--- config.mk ---
export PLATFORM = sky130hd
export DESIGN_NAME = clk_step_ctrl
export DESIGN_NICKNAME = d
export VERILOG_FILES = /design/src/rtl/clk_step_pkg.sv /design/src/rtl/btn_debounce.sv /design/src/rtl/clk_step_ctrl.sv
export SDC_FILE = /design/constraint.sdc
export NUM_CORES = 1
export LEC_CHECK = 0
export BUFFER_PORTS_ARGS = -buffer_cell sky130_fd_sc_hd__buf_4
export CAP_MARGIN = 20
export CORE_ASPECT_RATIO = 1.75
export CORE_MARGIN = 1.5
export CORE_UTILIZATION = 25
export DETAILED_ROUTE_END_ITERATION = 16
export HOLD_SLACK_MARGIN = 0.15
export PLACE_DENSITY = 0.41
export SYNTH_ARGS = -nofsm -noshare
export SYNTH_HDL_FRONTEND = slang
export SYNTH_HIERARCHICAL = 1
export SYNTH_SLANG_ARGS = --single-unit
--- constraint.sdc ---
create_clock -name clk_in -period 3.05 [get_ports clk_in]
set_clock_uncertainty 0.1 [all_clocks]
set_input_delay 0.1525 -clock clk_in [delete_from_list [all_inputs] [get_ports clk_in]]
set_output_delay 0.1525 -clock clk_in [all_outputs]
set_load 0.02 [all_outputs]
--- src/rtl/clk_step_pkg.sv ---
// Mode encodings and FSM state type shared by the clock step controller.
package clk_step_pkg;

    localparam logic [1:0] MODE_STOP      = 2'b00;
    localparam logic [1:0] MODE_RUN       = 2'b01;
    localparam logic [1:0] MODE_STEP_HOLD = 2'b10;
    localparam logic [1:0] MODE_HALTED    = 2'b11;

    typedef enum logic [1:0] {
        ST_STOP      = MODE_STOP,
        ST_RUN       = MODE_RUN,
        ST_STEP_HOLD = MODE_STEP_HOLD,
        ST_HALTED    = MODE_HALTED
    } state_t;

endpackage

--- src/rtl/btn_debounce.sv ---
// Two-flop synchroniser plus counting debouncer for one raw board input.
// Output follows a settled pin 2 + DEBOUNCE cycles later; no flow control.
module btn_debounce #(
    parameter int DEBOUNCE = 1000000,
    parameter int DB_W     = 20
) (
    input  logic clk_in,
    input  logic rst,
    input  logic raw,
    output logic db
);

    logic            sync1;
    logic            sync2;
    logic [DB_W-1:0] cnt;

    always_ff @(posedge clk_in) begin
        if (rst) begin
            sync1 <= 1'b0;
            sync2 <= 1'b0;
            cnt   <= '0;
            db    <= 1'b0;
        end else begin
            sync1 <= raw;
            sync2 <= sync1;
            // Any cycle of agreement restarts the stability window.
            if (sync2 == db) begin
                cnt <= '0;
            end else if (cnt == DB_W'(DEBOUNCE - 1)) begin
                db  <= sync2;
                cnt <= '0;
            end else begin
                cnt <= cnt + DB_W'(1);
            end
        end
    end

endmodule

--- src/rtl/clk_step_ctrl.sv ---
// Run/stop/single-step clock-enable sequencer with core halt override.
// All outputs registered; tick one cycle after the deciding condition; no flow control.
module clk_step_ctrl #(
    parameter int PERIOD   = 200000000,
    parameter int CNT_W    = 28,
    parameter int DEBOUNCE = 1000000,
    parameter int DB_W     = 20
) (
    input  logic       clk_in,
    input  logic       rst,
    input  logic       run_sw,
    input  logic       step_btn,
    input  logic       halt,
    output logic       tick,
    output logic       clk_out,
    output logic [1:0] mode,
    output logic [7:0] tick_cnt
);

    import clk_step_pkg::*;

    logic             run_db;
    logic             step_db;
    logic             step_prev;
    logic             step_rise;
    state_t           state;
    state_t           state_nxt;
    logic [CNT_W-1:0] cnt;
    logic [CNT_W-1:0] cnt_nxt;
    logic             tick_nxt;

    btn_debounce #(.DEBOUNCE(DEBOUNCE), .DB_W(DB_W)) u_run_db (
        .clk_in (clk_in),
        .rst    (rst),
        .raw    (run_sw),
        .db     (run_db)
    );

    btn_debounce #(.DEBOUNCE(DEBOUNCE), .DB_W(DB_W)) u_step_db (
        .clk_in (clk_in),
        .rst    (rst),
        .raw    (step_btn),
        .db     (step_db)
    );

    assign step_rise = step_db & ~step_prev;

    always_comb begin
        state_nxt = state;
        cnt_nxt   = cnt;
        tick_nxt  = 1'b0;
        // Halt outranks everything, including a tick due this cycle.
        if (halt) begin
            state_nxt = ST_HALTED;
            cnt_nxt   = '0;
        end else begin
            unique case (state)
                ST_STOP: begin
                    if (run_db) begin
                        state_nxt = ST_RUN;
                        cnt_nxt   = '0;
                    end else if (step_rise) begin
                        state_nxt = ST_STEP_HOLD;
                        tick_nxt  = 1'b1;
                    end
                end
                ST_RUN: begin
                    if (!run_db) begin
                        state_nxt = ST_STOP;
                        cnt_nxt   = '0;
                    end else if (cnt == CNT_W'(PERIOD - 1)) begin
                        cnt_nxt  = '0;
                        tick_nxt = 1'b1;
                    end else begin
                        cnt_nxt = cnt + CNT_W'(1);
                    end
                end
                ST_STEP_HOLD: begin
                    if (!step_db) state_nxt = ST_STOP;
                end
                ST_HALTED: begin
                    if (!run_db) state_nxt = ST_STOP;
                end
                default: state_nxt = ST_STOP;
            endcase
        end
    end

    always_ff @(posedge clk_in) begin
        if (rst) begin
            state     <= ST_STOP;
            cnt       <= '0;
            tick      <= 1'b0;
            clk_out   <= 1'b0;
            tick_cnt  <= '0;
            step_prev <= 1'b0;
        end else begin
            state     <= state_nxt;
            cnt       <= cnt_nxt;
            tick      <= tick_nxt;
            step_prev <= step_db;
            if (tick_nxt) begin
                clk_out  <= ~clk_out;
                tick_cnt <= tick_cnt + 8'd1;
            end
        end
    end

    assign mode = state;

endmodule

Word-level counts from Yosys, hierarchy flattened --
Cells that the tools add are included.
Cells by class: add/subtract/negate cells 4, equality and inequality tests 12, multiplexer cells 16, bitwise logic cells 5, reduce and logical (&&, ||, !) cells 10
Operators by type and width (count):
- $mux 28 | 3
- $pmux 28 s2 | 1
- $add 20x1->20 const B | 2
- $eq 20x20->1 const B | 2
- $add 28x1->28 const B | 1
- $eq 28x28->1 const B | 1
- $mux 2 | 5
- $add 8x1->8 const B | 1
- $ne 3x3->1 const B | 2
- $pmux 2 s3 | 1
- $reduce_and 2->1 | 3
- $reduce_or 3->1 | 2
- $mux 1 | 5
- $eq 2x2->1 const B | 2
- $ne 4x3->1 const B | 1
- $not 1->1 | 4
- $reduce_or 2->1 | 2
- $reduce_and 3->1 | 1
- $eq 1x1->1 | 2
- $eq 2x1->1 const B | 1
- $logic_not 2->1 | 1
- $ne 2x1->1 const B | 1
- $pmux 1 s2 | 1
- $reduce_bool 2->1 | 1
- $and 1x1->1 | 1
Storage, ports and cells: register bits 87, bits of input ports 5, output and inout port bits 12, word-level logic and storage cells 61

Longest topological paths before layout --
Gate-level depths: netlist of run 1.
depth after elaboration 6, depth in mapped cells 7, depth with buffers taken out 6

Cells and area by module --
The synthesis of run 1 kept the hierarchy.
By module, submodules not included:
- btn_debounce | times used 2, cells each 116, area each 1058.5 um^2, sequential area each 460.4 um^2
- clk_step_ctrl | times used 1, cells each 232, area each 1964.4 um^2, sequential area each 820.8 um^2

Least setup slack after synthesis of run 1 --
No wires, ideal clock.
kind flip-flop to flip-flop, start point register, netlist name cnt[10], end point register tick_cnt[7], setup time 123 ps, data arrival time 2050 ps, data required time 2827 ps, setup slack 777 ps, stages on the path, launching flop included 7, buffers on the path 1, clock period less this slack 2273 ps, cells stage by stage dfxtp_1 -> or4b_4 -> nor4_4 -> a21oi_2 -> buf_2 -> nor4_1 -> mux2_1
RTL lines:
- to (signal assigned) | RTL line clk_step_ctrl.sv:104 | tick_cnt <= tick_cnt + 8'd1;
- to (decl) | RTL line clk_step_ctrl.sv:17 | output logic [7:0] tick_cnt

Final worst setup path of run 1 --
start point register u_run_db.cnt[10], end point register u_run_db.cnt[8]
Between the ends: cells in the longest elaborated chain, start to end 2
Ends and longest elaborated chain:
- from (decl) | RTL line btn_debounce.sv:15 | logic [DB_W-1:0] cnt;
- from (signal assigned) | RTL line btn_debounce.sv:33 | cnt <= cnt + DB_W'(1);
- $eq 20x20->1 | RTL line btn_debounce.sv:29 | end else if (cnt == DB_W'(DEBOUNCE - 1)) begin
- $reduce_or 3->1 (no line)
Every way passes these cells. A chain may end at the register's enable or synchronous reset.

==> impl_metrics.env, run 1 <==
export IMPL_synth_simple_area_share_pct=33.0
export IMPL_path_buf_inv=0
export IMPL_tightest_slew_ns=0.659
export IMPL_drive_above_1_share_pct=13.7
export IMPL_fp_row_count=61
export IMPL_drc=0
export IMPL_htreeDepth=3
export IMPL_synthCells=464
export IMPL_drtIter0Drc=117
export IMPL_routed_wl_um=9430
export IMPL_worstPathRequired_ns=3.15
export IMPL_clk_pin_slew_ns=0.06
export IMPL_final_nets=501
export IMPL_topRoutingLayerUsed="met4"
export IMPL_synthFlopType="dfxtp_1"
export IMPL_drt_met1_wl_um=3780
export IMPL_power_density_nw_per_um2=475
export IMPL_dp_slack_ns=0.667
export IMPL_ys_types=45
export IMPL_synth_seq_cells=87
export IMPL_tns_ns=0
export IMPL_place_congestion=0.750
export IMPL_yosysSeqAreaShare_pct=42.7
export IMPL_core_area_sq_um=16000
export IMPL_portBuffers=16
export IMPL_setup_viol=0
export IMPL_final_setup_worst_slack_ns=0.697
export IMPL_postSynthAreaPerCell_sq_um=8.80
export IMPL_synth_xor_area_share_pct=10.7
export IMPL_p_leak_uw=0.00147
export IMPL_antenna_found_initial=0
export IMPL_layout_commonest_cell="dfxtp_1"
export IMPL_die_width_um=99.6
export IMPL_grt_max_degree=28
export IMPL_synth_fa_ha_area_share_pct=1.23
export IMPL_ant_nets=0
export IMPL_synth_cell_area_sq_um=4080
export IMPL_wl_met3_um=169
export IMPL_syn_num_nets=473
export IMPL_internal_power_uw=1730
export IMPL_power_switching_uw=533
export IMPL_slowest_stage="or4_4"
export IMPL_synth_top_family_by_area="simple AND/OR/NAND/NOR gates"
export IMPL_overflow=0
export IMPL_rsz0062_at_grt="false"
export IMPL_startpoint_type="flop"
export IMPL_numCtsBuffers=9
export IMPL_insertion_delay_ns=0.34
export IMPL_layout_common_cells="dfxtp_1, nor2_1, nand3_1"
export IMPL_fin_crit_ns=2.35
export IMPL_hold_violations=0
export IMPL_status="finished, final reports clean"
export IMPL_period_share_pct=77.1
export IMPL_io_pins=17
export IMPL_max_freq_mhz=425
export IMPL_syn_to_final_growth_pct=16.6
export IMPL_slowest_delay_ns=0.56
export IMPL_clk_root_buffer_cell="clkbuf_16"
export IMPL_drv_slew=0
export IMPL_muxShareOfSynthArea_pct=1.04
export IMPL_fp_dieH_um=172
export IMPL_synth_compound_area_share_pct=8.92
export IMPL_p_clk_share_pct=46.8
export IMPL_pwr_share_seq_pct=50.8
export IMPL_post_cts_resized=0
export IMPL_via_per_inst=4.95
export IMPL_diodes=0
export IMPL_drv_cap=0
export IMPL_die_area_sq_um=17100
export IMPL_start_util_pct=25.6
export IMPL_end_kind="flop"
export IMPL_path_max_fanout=19
export IMPL_cts_tree="built"
export IMPL_crit_family="simple AND/OR/NAND/NOR gates"
export IMPL_path_cells="or4_1 > or4_4 > o21ai_4 > nor2_1"
export IMPL_critPathKind="reg2reg"
export IMPL_grt_pass1_vias=3383
export IMPL_cp_arrival_ns=2.45
export IMPL_post_drt_wl_per_cell_um=13.8
export IMPL_wl_met2_um=5280
export IMPL_clk_path_buf_depth=2
export IMPL_switching_share_pct=23.6
export IMPL_grt_total_usage_pct=11.9
export IMPL_hold_path_class="reg2reg"
export IMPL_via_count=3393
export IMPL_clock_sinks=87
export IMPL_synthArstFlopShare_pct=0
export IMPL_synth_edff_count=0
export IMPL_grt_pass1_wl_um=16100
export IMPL_synth_warnings=6
export IMPL_dr_pass1_iters=4
export IMPL_slew_headroom_pct=55.9
export IMPL_pwr_share_comb_pct=2.4
export IMPL_p_total_uw=2260
export IMPL_dp_hpwl_um=6890
export IMPL_ir_drop_uv=213
==> state kept, by name, summed over array words and instances (netlist names) <==
| name | cells |
|---|---|
| tick_cnt | 8 |
| u_step_db/cnt | 20 |
| clk_out | 1 |
| cnt | 28 |
| u_run_db/db | 1 |
| u_run_db/cnt | 20 |
| mode | 2 |
| u_step_db/sync2 | 1 |
| u_run_db/sync2 | 1 |
| u_step_db/db | 1 |
| step_prev | 1 |
| tick | 1 |
| u_run_db/sync1 | 1 |
| u_step_db/sync1 | 1 |
==> through the flow <==
step	instance area [sq um]	std cells	utilization [%]	hold slack (ns)
floorplan	4080	464	-	0.122
global placement	4410	663	27.6	0.275
detailed placement	4410	663	27.6	0.273
CTS	4760	686	29.8	0.337
global route	4760	686	29.8	0.362
finish	4760	686	29.8	0.335
==> logic make-up after synthesis <==
family / after synthesis
compound gates: 58
flops: 87
simple gates: 242
fa+ha+maj: 4
buf+inv: 19
xor+xnor: 50
mux: 4
==> routing by layer <==
metal  global-route usage [%]  up-vias
met5                        0        -
met4                     5.39        0
met3                     2.59       10
met2                     22.9       38
met1                     12.0     1622
li1                         -     1723
==> timing repair <==
| item | in CTS | in global routing |
|---|---|---|
| setup buffers | 0 | 0 |
| endpoints found under the setup margin | 0 | 0 |
| hold endpoints to repair | 20 | 0 |
| hold buffers | 7 | 0 |
==> path summary, 6_finish.rpt <==
| check | from | endpoint | slack, ns | cells past startpoint |
|---|---|---|---|---|
| max | u_run_db/cnt[10] | u_run_db/cnt[8] | 0.70 | 4 |
| min | u_step_db/sync1 | u_step_db/sync2 | 0.34 | 1 |
| max reg2reg | u_run_db/cnt[10] | u_run_db/cnt[8] | 0.70 | 4 |
| min reg2reg | u_step_db/sync1 | u_step_db/sync2 | 0.34 | 1 |
==> area by class of cell <==
cell class | instances | area, sq um
clock inverter | 6 | 53.8
sequential | 87 | 1740
inverter | 8 | 30.0
multi-input combinational | 358 | 2240
fill | 1662 | 11200
clock buffer | 10 | 229
tap | 189 | 236
timing repair buffer | 28 | 228
==> synthesized netlist by cell type, types with 11 or more instances <==
master   instances  area share, %
nand3_1         34            4.2
and3_1          14            2.1
nand2_1         32            2.9
nor3_1          13            1.6
xnor2_1         26            5.6
a21oi_1         23            2.8
nor2_1          46            4.2
or4_1           14            2.6
nand4_1         20            3.1
or3_1           11            1.7
o21ai_0         11            1.3
nor2_2          20            3.1
xor2_1          24            5.2
dfxtp_1         87             43
nor4_1          12            1.8
==> power groups by stage <==
| stage | clock, uW | sequential, uW | combinational, uW |
|---|---|---|---|
| after global routing | 1150 | 1150 | 60.9 |
| final | 1060 | 1150 | 55.0 |
| after floorplan | 0 | 1170 | 30.1 |
| after CTS | 1100 | 1150 | 56.2 |
| after global placement | 0 | 1170 | 48.8 |
| after detailed placement | 0 | 1170 | 49.2 |
No activity file was read; power rests on OpenSTA's default activity.
==> inputs of run 2 (changes only) <==
Settings changed: ABC_AREA from default to 1.
Clock period 3.05 ns to 2.3 ns, I/O delays scaled along.
==> impl_metrics.env, run 2 <==
export IMPL_status="finished, final reports clean"
export IMPL_rsz0062_at_grt="false"
export IMPL_yosysTopAreaCell="dfxtp_1"
export IMPL_period_share_pct=84.6
export IMPL_diodes=0
export IMPL_top_register="cnt"
export IMPL_path_max_fanout=12
export IMPL_worstPathRequired_ns=2.42
export IMPL_p_leak_uw=0.00173
export IMPL_syn_num_nets=672
export IMPL_grt_total_usage_pct=12.9
export IMPL_synth_seq_cells=87
export IMPL_antenna_found_initial=0
export IMPL_tightest_slew_ns=0.438
export IMPL_fin_crit_ns=1.95
export IMPL_clk_pin_slew_ns=0.06
export IMPL_slew_headroom_pct=70.8
export IMPL_ys_types=38
export IMPL_switching_share_pct=22.4
export IMPL_synth_compound_area_share_pct=6.01
export IMPL_portBuffers=16
export IMPL_place_congestion=0.807
export IMPL_hold_path_class="reg2reg"
export IMPL_drtIter0Drc=99
export IMPL_largest_reg_flops=28
export IMPL_pwr_share_comb_pct=3.0
export IMPL_synth_top_family_by_area="simple AND/OR/NAND/NOR gates"
export IMPL_synthArstFlopShare_pct=0
export IMPL_start_util_pct=25.4
export IMPL_overflow=0
export IMPL_dr_pass1_iters=4
export IMPL_clk_root_buffer_cell="clkbuf_16"
export IMPL_synth_simple_area_share_pct=41.3
export IMPL_r2r_start="cnt[0]"
export IMPL_synth_edff_count=0
export IMPL_routed_wl_um=11700
export IMPL_clk_path_buf_depth=2
export IMPL_die_width_um=105
export IMPL_synthFlopType="dfxtp_1"
export IMPL_hold_depth=2
export IMPL_p_total_uw=2970
export IMPL_utilization_pct=29.3
export IMPL_cp_arrival_ns=2.06
export IMPL_die_area_sq_um=19100
export IMPL_p_clk_share_pct=45.7
export IMPL_drv_slew=0
export IMPL_hold_violations=0
export IMPL_synth_common_cells="nand2_1, nor2_1, dfxtp_1, inv_1, nand3_1"
export IMPL_htreeDepth=3
export IMPL_post_cts_resized=0
export IMPL_yosysSeqAreaShare_pct=38.2
export IMPL_insertion_delay_ns=0.34
export IMPL_synthTopCellsByArea="dfxtp_1, nand2_1, nor2_1"
export IMPL_hold_end="u_step_db/sync2"
export IMPL_core_area_sq_um=18000
export IMPL_syn_to_final_growth_pct=15.4
export IMPL_final_nets=702
export IMPL_max_freq_mhz=514
export IMPL_ant_nets=0
export IMPL_r2r_slack_ns=0.35
export IMPL_synth_cell_area_sq_um=4560
export IMPL_layout_common_cells="nand2_1, nor2_1, dfxtp_1"
export IMPL_postSynthAreaPerCell_sq_um=6.88
export IMPL_ir_drop_uv=298
export IMPL_drv_cap=0
export IMPL_cts_tree="built"
export IMPL_drc=0
export IMPL_synth_xor_area_share_pct=5.95
export IMPL_end_kind="flop"
export IMPL_layout_commonest_cell="nand2_1"
export IMPL_power_switching_uw=665
export IMPL_setup_viol=0
export IMPL_synthMostInstantiatedCell="nand2_1"
export IMPL_synth_top_area_share_pct=38.2
export IMPL_via_count=4142
export IMPL_power_density_nw_per_um2=564
export IMPL_pwr_share_seq_pct=51.3
export IMPL_grt_pass1_vias=4120
export IMPL_fp_row_count=65
export IMPL_fp_dieH_um=182
export IMPL_dp_hpwl_um=9090
export IMPL_clock_sinks=87
export IMPL_top_regs="cnt x28, u_run_db/cnt x20, u_step_db/cnt x20"
export IMPL_io_pins=17
export IMPL_grt_max_degree=23
export IMPL_grt_pass1_wl_um=19700
export IMPL_via_per_inst=4.45
export IMPL_internal_power_uw=2300
export IMPL_critPathKind="reg2reg"
export IMPL_synthCells=663
export IMPL_synth_fa_ha_area_share_pct=1.10
export IMPL_synth_warnings=6
export IMPL_muxShareOfSynthArea_pct=0
export IMPL_drive_above_1_share_pct=11.6
export IMPL_startpoint_type="flop"
export IMPL_rr_endpoint="tick_cnt[1]"
export IMPL_tns_ns=0
export IMPL_post_drt_wl_per_cell_um=12.5
export IMPL_reg2reg_depth=10
export IMPL_numCtsBuffers=9
export IMPL_min_from="u_step_db/sync1"
==> run 2: power groups by stage <==
stage / Sequential (uW) / Clock, uW / Combinational (uW)
3_3_place_gp: 1560 / 0 / 82.7
2_1_floorplan: 1560 / 0 / 55.9
4_1_cts: 1520 / 1430 / 91.5
6_report: 1520 / 1360 / 88.8
5_1_grt: 1520 / 1480 / 99.0
3_5_place_dp: 1560 / 0 / 83.4
==> run 2: final cells by class <==
class | count | area (sq um)
timing repair buffer | 26 | 210
inverter | 72 | 270
clock buffer | 12 | 246
sequential | 87 | 1740
tap | 234 | 293
multi-input combinational | 497 | 2480
fill | 1980 | 12700
clock inverter | 3 | 18.8
==> run 2: what timing repair did <==
item	CTS	global route
hold endpoints to repair	24	0
buffers inserted	0	0
hold buffers	6	0
==> run 2: worst max-delay path by stage <==
stage,cells after the start,slack [ns],from,to
floorplan,11,0.74,cnt[0],cnt[16]
global placement,10,0.39,cnt[1],tick_cnt[1]
detailed placement,10,0.34,cnt[1],tick_cnt[1]
CTS,10,0.31,cnt[1],tick_cnt[1]
global route,10,0.15,cnt[1],tick_cnt[5]
finish,10,0.35,cnt[0],tick_cnt[1]
==> run 2: per-stage QoR <==
step	cells	setup WS [ns]	hold slack [ns]	area, sq um
finish	931	0.354	0.307	5260
global route	931	0.155	0.324	5260
CTS	931	0.309	0.317	5260
detailed placement	910	0.341	0.265	4930
global placement	910	0.385	0.263	4930
floorplan	663	0.742	0.0844	4560
==> run 2: kinds of logic (layout without fill, tap and decap cells) <==
kind of cell / after synthesis / count (layout)
AND/OR/NAND/NOR: 414 / 414
XOR/XNOR: 31 / 31
flip-flops: 87 / 87
adder cells (fa/ha/maj): 4 / 4
AO/OA/AOI/OAI: 48 / 48
buffers and inverters: 79 / 113
==> run 2: layer usage <==
metal	routed length (um)	share of wire (%)	GRT usage (%)
met1	4520	39	13.1
met2	6650	57	25.2
met3	210	1.8	1.69
met4	274	2.4	6.14
met5	0	0	0
==> run 2: critical path, stage by stage, from the launching register on <==
cell and delay, ns:
dfxtp_1 0.38, ha_1 0.19, inv_1 0.05, nor2_2 0.17, nand2_2 0.09, nor2_4 0.09
nand3_2 0.10, nand2_2 0.21, nand2_1 0.24, nand2_1 0.14, a21oi_2 0.06
